--- config.mk ---
export PLATFORM = sky130hd
export DESIGN_NAME = async_fifo
export DESIGN_NICKNAME = d
export VERILOG_FILES = /design/src/rtl/async_fifo_pkg.sv /design/src/rtl/async_fifo_ram.sv /design/src/rtl/async_fifo.sv
export SDC_FILE = /design/constraint.sdc
export NUM_CORES = 1
export LEC_CHECK = 0
export ABC_CLOCK_PERIOD_IN_PS = 2370
export CORE_UTILIZATION = 50
export CTS_CLUSTER_SIZE = 14
export DETAILED_ROUTE_END_ITERATION = 16
export GPL_TIMING_DRIVEN = 0
export PLACE_DENSITY = 0.74
export SYNTH_ARGS = -nofsm -noshare
export SYNTH_HDL_FRONTEND = slang
export SYNTH_SLANG_ARGS = --single-unit
--- constraint.sdc ---
create_clock -name clk -period 2.37 [get_ports clk]
set_clock_uncertainty 0.05 [all_clocks]
set_input_delay 0.474 -clock clk [delete_from_list [all_inputs] [get_ports clk]]
set_output_delay 0.474 -clock clk [all_outputs]
set_load 0.01 [all_outputs]
--- src/rtl/async_fifo_pkg.sv ---
// async_fifo_pkg: shared constants and helpers for the Gray-pointer FIFO.
//   SYNC_STAGES : flops in each pointer synchronizer chain
//   addr_width  : memory address width for a given entry count
//   bin2gray    : binary to reflected Gray code (callers truncate to their width)
package async_fifo_pkg;

    localparam int unsigned SYNC_STAGES = 2;

    function automatic int unsigned addr_width(input int unsigned depth);
        return $clog2(depth);
    endfunction

    function automatic logic [31:0] bin2gray(input logic [31:0] bin);
        return bin ^ (bin >> 1);
    endfunction

endpackage

--- src/rtl/async_fifo_ram.sv ---
// async_fifo_ram: simple dual-port storage for async_fifo.
//   clk           : single clock for both ports
//   rst           : synchronous active-high reset (clears the read register only)
//   we/waddr/wdata: write port, stored on the rising edge when we = 1
//   re/raddr/rdata: registered read port; rdata updates only when re = 1
// A read and write to the same address in one cycle returns the old word.
module async_fifo_ram
    import async_fifo_pkg::*;
#(
    parameter int unsigned DEPTH = 16,
    parameter int unsigned WIDTH = 8,
    parameter int unsigned AW    = addr_width(DEPTH)
) (
    input  logic             clk,
    input  logic             rst,
    input  logic             we,
    input  logic [AW-1:0]    waddr,
    input  logic [WIDTH-1:0] wdata,
    input  logic             re,
    input  logic [AW-1:0]    raddr,
    output logic [WIDTH-1:0] rdata
);

    logic [WIDTH-1:0] mem [DEPTH];

    // Storage is deliberately not reset.
    always_ff @(posedge clk) begin
        if (we) begin
            mem[waddr] <= wdata;
        end
    end

    always_ff @(posedge clk) begin
        if (rst) begin
            rdata <= '0;
        end else if (re) begin
            rdata <= mem[raddr];
        end
    end

endmodule

--- src/rtl/async_fifo.sv ---
// async_fifo: single-clock FIFO with Gray-coded pointers and 2-flop pointer
// synchronizers, keeping the handshake of a future dual-clock version.
//   clk    : clock, all state on the rising edge
//   rst    : synchronous active-high reset
//   winc   : write request, accepted when wfull = 0
//   wdata  : write data
//   rinc   : read request, accepted when rempty = 0
//   wfull  : full flag (combinational from registers, conservative on deassert)
//   rempty : empty flag (combinational from registers, conservative on deassert)
//   rdata  : registered read data, valid one cycle after an accepted read
module async_fifo
    import async_fifo_pkg::*;
#(
    parameter int unsigned DEPTH = 16,  // power of 2, >= 4
    parameter int unsigned WIDTH = 8
) (
    input  logic             clk,
    input  logic             rst,
    input  logic             winc,
    input  logic [WIDTH-1:0] wdata,
    input  logic             rinc,
    output logic             wfull,
    output logic             rempty,
    output logic [WIDTH-1:0] rdata
);

    localparam int unsigned AW = addr_width(DEPTH);
    localparam int unsigned PW = AW + 1;

    logic [PW-1:0] wbin, wgray, wbin_next, wgray_next;
    logic [PW-1:0] rbin, rgray, rbin_next, rgray_next;
    logic [PW-1:0] wsync [SYNC_STAGES];  // wgray -> wq1 -> wq2
    logic [PW-1:0] rsync [SYNC_STAGES];  // rgray -> rq1 -> rq2
    logic [PW-1:0] wq2, rq2;
    logic          wen, ren;

    assign wen = winc & ~wfull;
    assign ren = rinc & ~rempty;

    always_comb begin
        wbin_next  = wbin + PW'(1);
        rbin_next  = rbin + PW'(1);
        wgray_next = PW'(bin2gray(32'(wbin_next)));
        rgray_next = PW'(bin2gray(32'(rbin_next)));
    end

    always_ff @(posedge clk) begin
        if (rst) begin
            wbin  <= '0;
            wgray <= '0;
        end else if (wen) begin
            wbin  <= wbin_next;
            wgray <= wgray_next;
        end
    end

    always_ff @(posedge clk) begin
        if (rst) begin
            rbin  <= '0;
            rgray <= '0;
        end else if (ren) begin
            rbin  <= rbin_next;
            rgray <= rgray_next;
        end
    end

    // Each side only sees the other's pointer after SYNC_STAGES edges.
    always_ff @(posedge clk) begin
        if (rst) begin
            for (int i = 0; i < SYNC_STAGES; i++) begin
                wsync[i] <= '0;
                rsync[i] <= '0;
            end
        end else begin
            wsync[0] <= wgray;
            rsync[0] <= rgray;
            for (int i = 1; i < SYNC_STAGES; i++) begin
                wsync[i] <= wsync[i-1];
                rsync[i] <= rsync[i-1];
            end
        end
    end

    assign wq2 = wsync[SYNC_STAGES-1];
    assign rq2 = rsync[SYNC_STAGES-1];

    // Full when write pointer is exactly one lap ahead: in Gray code that is
    // the top two bits inverted and the rest equal.
    assign rempty = (rgray == wq2);
    assign wfull  = (wgray == {~rq2[AW:AW-1], rq2[AW-2:0]});

    async_fifo_ram #(
        .DEPTH(DEPTH),
        .WIDTH(WIDTH),
        .AW   (AW)
    ) u_ram (
        .clk  (clk),
        .rst  (rst),
        .we   (wen),
        .waddr(wbin[AW-1:0]),
        .wdata(wdata),
        .re   (ren),
        .raddr(rbin[AW-1:0]),
        .rdata(rdata)
    );

endmodule

# Yosys cells after proc, flatten, opt, wreduce, memory -nomap -nowiden
# Memories as Yosys holds them, arrays and structs flattened. A register that Yosys moved wholly into a read port is not among the register bits.
# Index checks and enable logic that the tools add are counted.
# totals
ff_bits,20
mem_bits_rw,148
word_cells,31
mem_count,3
# op_classes
addsub,2
n_eq_ne,2
muxes,9
bitwise,11
# memory_table
memory,words,word_bits,read_ports,rd_clocked_by_memory_dff,write_ports,line_no,text
u_ram.mem,16,8,1,1,1,async_fifo_ram.sv:24,logic [WIDTH-1:0] mem [DEPTH];
rsync,2,5,2,0,2,async_fifo.sv:33,logic [PW-1:0] rsync [SYNC_STAGES];
wsync,2,5,2,0,2,async_fifo.sv:32,logic [PW-1:0] wsync [SYNC_STAGES];
# op_table
cell,count
2-to-1 mux 5 bit,4
adder 5 x 1 -> 5 bit (second input constant),2
equality test 5 bit,2
bitwise XOR 5 x 4 -> 5 bit,2
2-to-1 mux 1 bit,5
OR 1 bit,4
bitwise AND 1 bit,2
NOT 1 bit,2
NOT 2 bit,1

# Depth between registers and ports, before layout
# Gate-level depths: netlist of run 1.
# logic_depth
word_depth,6
ltp_mapped,7
ltp_nobuf,6

# Cells and area by module
# A second synthesis of run 1 with hierarchy kept.
# unflattened
cells_unflattened,494
hier_area_um2,7129.3
# modules_own_cells
module,n_inst,cells_per_inst,area_each_um2,seq_area_each_um2
async_fifo_ram,1,316,5343.9,4003.8
async_fifo,1,178,1785.5,760.7

# Least setup slack after synthesis of run 1
# OpenSTA, ideal clock, no wires.
# synth_path
kind,register to register
start,"register, netlist name wbin[4]"
end,memory u_ram.mem[0][0] (enable)
arrival_time_ps,1670
required_ps,1937
setup_slack_ps,267
stages_incl_launch_ff,8
path_buffers,2
cell_sequence,dfxtp_1 -> xor2_1 -> nand3_1 -> o21a_1 -> buf_6 -> buf_2 -> nand2_1 -> nor3_1
# synth_lines
element,line_no
to (decl),async_fifo_ram.sv:24

# Final worst setup path of run 1
# layout_path
start,register rgray[0]
end,output rempty
# layout_via
elab_chain_cells,1
# layout_rtl
element,line_no,text
from (decl),async_fifo.sv:31,"logic [PW-1:0] rbin, rgray, rbin_next, rgray_next;"
from (signal assigned),async_fifo.sv:63,rgray <= rgray_next;
equality test 5 bit,async_fifo.sv:89,assign rempty = (rgray == wq2);
to (decl),async_fifo.sv:23,"output logic rempty,"
# No other way between the ends.

==> flow_metrics.env, run 1 <==
export IMPL_status="complete, no violations"
export IMPL_grt_max_degree=17
export IMPL_final_nets=470
export IMPL_cpMaxStageDelayCell="clkdlybuf4s50_1"
export IMPL_core_area_um2=13200
export IMPL_cts_resized=6
export IMPL_r2r_cells=3
export IMPL_postSynthNetCount=430
export IMPL_gp_congestion=0.771
export IMPL_cp_arrival_ns=1.76
export IMPL_fillers=989
export IMPL_initial_core_util_pct=51.3
export IMPL_synth_edf_count=128
export IMPL_clk_path_buf_depth=2
export IMPL_drtAntennaViolNets=0
export IMPL_placed_area_um2=7220
export IMPL_dp_hpwl_um=8450
export IMPL_r2r_start="wbin[0]"
export IMPL_reg2reg_to="u_ram.mem[3][2]"
export IMPL_cts_inserted_buffers=17
export IMPL_cts_tree="yes"
export IMPL_hold_viol=0
export IMPL_antenna_found_initial=0
export IMPL_min_path_cells=1
export IMPL_htree_levels=4
export IMPL_syn_to_final_growth_pct=15.4
export IMPL_rows=42
export IMPL_min_to="wsync[0][9]"
export IMPL_grt_pass1_wl_um=20600
export IMPL_antennaDiodeCount=0
export IMPL_hold_class="register to register"
export IMPL_dieArea_um2=14100
export IMPL_fin_hold_ws_ns=0.386
export IMPL_setup_viol=0
export IMPL_r2r_setup_slack_ns=0.16
export IMPL_maxSlewHeadroom_pct=51.0
export IMPL_max_stage_delay_ns=0.54
export IMPL_clk_pin_slew_ns=0.07
export IMPL_synth_area_um2=6790
export IMPL_post_drt_wl_per_cell_um=20.5
export IMPL_routed_wl_um=13200
export IMPL_postCtsHoldBufs=0
export IMPL_vias_per_cell=5.65
export IMPL_min_period_over_period_pct=96.4
export IMPL_ys_ff_latch=174
export IMPL_drv_cap=0
export IMPL_io_buffers=21
export IMPL_grt_pass1_vias=3680
export IMPL_finalCriticalPeriod_ns=2.28
export IMPL_place_ws_ns=-0.653
export IMPL_p_leak_nw=2.61
export IMPL_gr_total_overflow=0
export IMPL_endpoint_kind="output pin"
export IMPL_fmax_mhz=438
export IMPL_worst_pin_slew_ns=0.730
export IMPL_cts_root_buf="clkbuf_16"
export IMPL_ys_seq_area_share_pct=70.1
export IMPL_worstPathRequired_ns=1.85
export IMPL_syn_area_per_cell_um2=16.5
export IMPL_crit_buf_inv=1
export IMPL_async_reset_ff_share_pct=0
export IMPL_yosysUniqueCellTypes=36
export IMPL_crit_family="buffers and inverters"
export IMPL_num_vias=3627
export IMPL_clock_latency_ns=0.43
export IMPL_ys_flop_type="edfxtp_1"
export IMPL_final_util_pct=59.2
export IMPL_min_from="wsync[0][4]"
export IMPL_die_y_um=119
export IMPL_first_pass_iters=4
export IMPL_ys_warn_count=0
export IMPL_finalWorstSetupSlack_ns=0.0851
export IMPL_power_density_nw_per_um2=907
export IMPL_critPathMaxFanout=3
export IMPL_die_width_um=119
export IMPL_io_pin_count=22
export IMPL_crit_path_cell_trace="xnor2_1 > nand3_2 > nor2_1 > clkdlybuf4s50_1"
export IMPL_path_class="register to output pin"
export IMPL_drive_gt1_share_pct=18.5
export IMPL_drv_slew=0
export IMPL_ir_worst_vdd_mv=0.508
export IMPL_synthCells=413
export IMPL_postCtsSetupRepairBufs=0
export IMPL_tns_ns=0
export IMPL_initialDrtViolationCount=253
export IMPL_drcViolationCount=0
export IMPL_final_area_um2=7840
export IMPL_start_kind="register"
export IMPL_grt_usage_pct=20.3
export IMPL_cts_sinks=174
[kinds of logic (layout without fill, tap and decap cells)]
family	count (synthesis)	after routing	synth area share, %
compound gates	44	44	4.44
xor+xnor	26	26	3.35
fa+ha+maj	5	5	0.921
buf+inv	28	81	2.10
flops	174	174	70.1
mux	42	42	12.2
simple gates	94	94	6.89
[final cells by class]
type                    count  area (um2)  share of cell area, %
flip-flops and latches    174        4770                   60.8
multi-input cells         211        1960                   24.9
clock buffers              18         429                   5.47
well taps                 176         220                   2.81
repair buffers             21         210                   2.68
plain buffers              24         128                   1.63
clock inverters            14         116                   1.48
inverters                   4        15.0                  0.191
[stage by stage]
step                power (mW)  cells
floorplan                 4.25    413
global placement          4.56    610
detailed placement        4.58    610
CTS                       7.13    642
global route              7.35    642
finish                    7.11    642
[state kept, by name, indices dropped and copies added, names as in the netlist]
name / flops
wgray: 4
u_ram.rdata: 8
rsync: 10
rbin: 5
wsync: 10
wbin: 5
u_ram.mem: 128
rgray: 4
[metal layers]
| layer | global-route usage [%] | up-vias | share of wire (%) |
|---|---|---|---|
| li1 | - | 1641 | - |
| met1 | 26.6 | 1831 | 39 |
| met2 | 32.5 | 131 | 50 |
| met3 | 4.83 | 24 | 9.0 |
| met4 | 8.62 | 0 | 2.1 |
| met5 | 0 | - | 0 |
[power by group]
group	total (mW)	switching, mW	internal (mW)
registers	3.43	0.0605	3.37
clock network	2.59	1.14	1.45
logic	1.09	0.545	0.548
[cells in the final DEF, fill, tap and decap left out, types with 7 or more instances in the layout]
| cell | Yosys | layout |
|---|---|---|
| xor2_1 | 7 | 7 |
| a21oi_1 | 9 | 9 |
| nor2b_1 | 26 | 25 |
| nand2_1 | 22 | 22 |
| xnor2_1 | 19 | 18 |
| edfxtp_1 | 128 | 128 |
| clkdlybuf4s50_1 | 0 | 21 |
| dfxtp_1 | 46 | 44 |
| mux2i_1 | 8 | 8 |
| a21o_1 | 8 | 8 |
| mux4_2 | 32 | 32 |
| nor2_1 | 24 | 20 |
| and3_1 | 8 | 8 |
| a22oi_1 | 16 | 16 |
| clkbuf_1 | 9 | 10 |
| clkbuf_16 | 0 | 17 |
[worst max-delay path by stage]
stage,from,endpoint,slack (ns),cells past startpoint
after floorplan,wbin[4],u_ram.mem[0][0],0.27,7
after global placement,winc,u_ram.mem[2][2],-0.61,6
after detailed placement,winc,u_ram.mem[2][2],-0.65,6
after CTS,wbin[0],u_ram.mem[11][0],0.004,3
after global routing,rbin[4],rempty,-0.009,4
final,rgray[0],rempty,0.09,4
[cell usage after synthesis (3+ instances only)]
library cell  count  share of area (%)
edfxtp_1        128                 57
dfxtp_1          46                 14
mux4_2           32                 11
nor2b_1          26                2.4
nor2_1           24                1.3
nand2_1          22                1.2
xnor2_1          19                2.4
a22oi_1          16                1.8
a21oi_1           9               0.66
clkbuf_1          9               0.50
a21o_1            8               0.88
and3_1            8               0.74
mux2i_1           8                1.2
xor2_1            7               0.90
buf_1             6               0.33
nor3_1            6               0.44
ha_1              5               0.92
inv_1             4               0.22
nand3_1           4               0.29
buf_4             3               0.33
buf_6             3               0.50
(Power assumes the default switching activity.)
==> run 2: changes to the inputs <==
- SLEW_MARGIN: not set -> 25
==> run 2 against run 1 <==
Against the previous run:
- final cell count stayed put
- register-to-register slack hardly changed
- worst setup slack better by 0.017 ns
- critical endpoint unchanged
==> flow_metrics.env, run 2 (synthesized netlist as in run 1, its figures left out) <==
export IMPL_status="complete, no violations"
export IMPL_num_vias=3599
export IMPL_mostFrequentLayoutCells="edfxtp_1 (128), dfxtp_1 (44), mux4_2 (32)"
export IMPL_vias_per_cell=5.61
export IMPL_reg_top3="u_ram.mem x128, rsync x10, wsync x10"
export IMPL_cp_arrival_ns=1.74
export IMPL_drv_slew=0
export IMPL_cts_inserted_buffers=17
export IMPL_postCtsHoldBufs=0
export IMPL_hold_class="register to register"
export IMPL_antenna_found_initial=0
export IMPL_p_leak_nw=2.62
export IMPL_fillers=982
export IMPL_fin_hold_ws_ns=0.391
export IMPL_cts_sinks=174
export IMPL_setup_viol=0
export IMPL_drive_gt1_share_pct=18.5
export IMPL_post_drt_wl_per_cell_um=20.6
export IMPL_endpoint_kind="output pin"
export IMPL_grt_max_degree=17
export IMPL_grt_pass1_vias=3631
export IMPL_p_sw_mw=1.72
export IMPL_dieArea_um2=14100
export IMPL_dp_hpwl_um=8460
export IMPL_htree_levels=4
export IMPL_die_y_um=119
export IMPL_cts_tree="yes"
export IMPL_finalCriticalPeriod_ns=2.27
export IMPL_cell_internal_pwr_mw=5.47
export IMPL_finalWorstSetupSlack_ns=0.102
export IMPL_postCtsSetupRepairBufs=0
export IMPL_hold_viol=0
export IMPL_drcViolationCount=0
export IMPL_syn_to_final_growth_pct=15.8
export IMPL_drtAntennaViolNets=0
export IMPL_gp_congestion=0.771
export IMPL_seqPwrFrac_pct=47.7
export IMPL_io_buffers=21
export IMPL_maxSlewHeadroom_pct=47.7
export IMPL_critPathMaxFanout=3
export IMPL_clock_latency_ns=0.43
export IMPL_ff_latch_area_um2=4770
export IMPL_swShare_pct=24.0
export IMPL_p_comb_share_pct=15.1
export IMPL_instances_no_fill=642
export IMPL_worstPathRequired_ns=1.85
export IMPL_largest_reg_flops=128
export IMPL_clk_path_buf_depth=2
export IMPL_initialDrtViolationCount=306
export IMPL_final_common_cell="edfxtp_1"
export IMPL_min_period_over_period_pct=95.7
export IMPL_path_class="register to output pin"
export IMPL_tns_ns=0
export IMPL_power_density_nw_per_um2=915
export IMPL_power_mw=7.19
export IMPL_first_pass_iters=4
export IMPL_die_width_um=119
export IMPL_multi_input_area_um2=1960
export IMPL_place_ws_ns=-0.347
export IMPL_cts_root_buf="clkbuf_16"
export IMPL_rows=42
export IMPL_io_pin_count=22
export IMPL_clockPowerShare_pct=37.2
export IMPL_gr_total_overflow=0
export IMPL_ir_worst_vdd_mv=0.546
export IMPL_initial_core_util_pct=51.3
export IMPL_core_area_um2=13200
export IMPL_place_inst=610
export IMPL_grt_usage_pct=20.3
export IMPL_fmax_mhz=441
export IMPL_drv_cap=0
export IMPL_regMostFlops="u_ram.mem"
export IMPL_antennaDiodeCount=0
export IMPL_clk_pin_slew_ns=0.06
export IMPL_grt_pass1_wl_um=20300
export IMPL_routed_wl_um=13200
export IMPL_start_kind="register"
export IMPL_final_nets=470
export IMPL_worst_pin_slew_ns=0.784
-- run 2: power by group through the flow --
stage	combinational, mW	clock (mW)	sequential, mW
floorplan	0.752	0	3.49
global placement	1.07	0	3.49
detailed placement	1.08	0	3.50
CTS	1.09	2.71	3.43
global route	1.18	2.81	3.45
finish	1.08	2.68	3.43
-- run 2: final cells by class --
class / instances / area share (%)
multi-input combinational: 211 / 24.9
inverter: 4 / 0.191
sequential: 174 / 60.6
timing repair buffer: 21 / 2.67
buffer: 24 / 1.62
tap: 176 / 2.80
clock inverter: 14 / 1.80
clock buffer: 18 / 5.46
-- run 2: what timing repair did --
action,4_1_cts,5_1_grt
endpoints found under the setup margin,17,51
gates cloned,0,0
gates resized for setup,2,11
-- run 2: path summary, 6_finish.rpt --
path / depth (start not counted) / to / slack [ns] / from
worst max-delay path: 4 / rempty / 0.10 / rgray[0]
worst min-delay path: 1 / wsync[0][6] / 0.39 / wsync[0][1]
worst max register to register: 3 / u_ram.mem[3][4] / 0.15 / wbin[0]
worst min register to register: 1 / wsync[0][6] / 0.39 / wsync[0][1]
-- run 2: worst max-delay path: stages (launching register included) --
cell,delay (ns)
dfxtp_1,0.39
xnor2_1,0.15
nand3_2,0.13
nor2_1,0.11
clkdlybuf4s50_1,0.54
-- run 2: per-stage QoR --
stage                     utilization, %  instance area [um2]
after floorplan                        -                 6790
after global placement              54.6                 7220
after detailed placement            54.7                 7240
after CTS                           59.1                 7820
after global routing                59.4                 7870
final                               59.4                 7870
-- run 2: metal layers --
metal	vias up	global-route usage, %	share of wire [%]	wire [um]
li1	1646	-	-	-
met3	15	4.73	7.5	993
met1	1828	26.7	41	5430
met4	0	7.75	1.4	189
met5	-	0	0	0
met2	110	33.0	50	6630
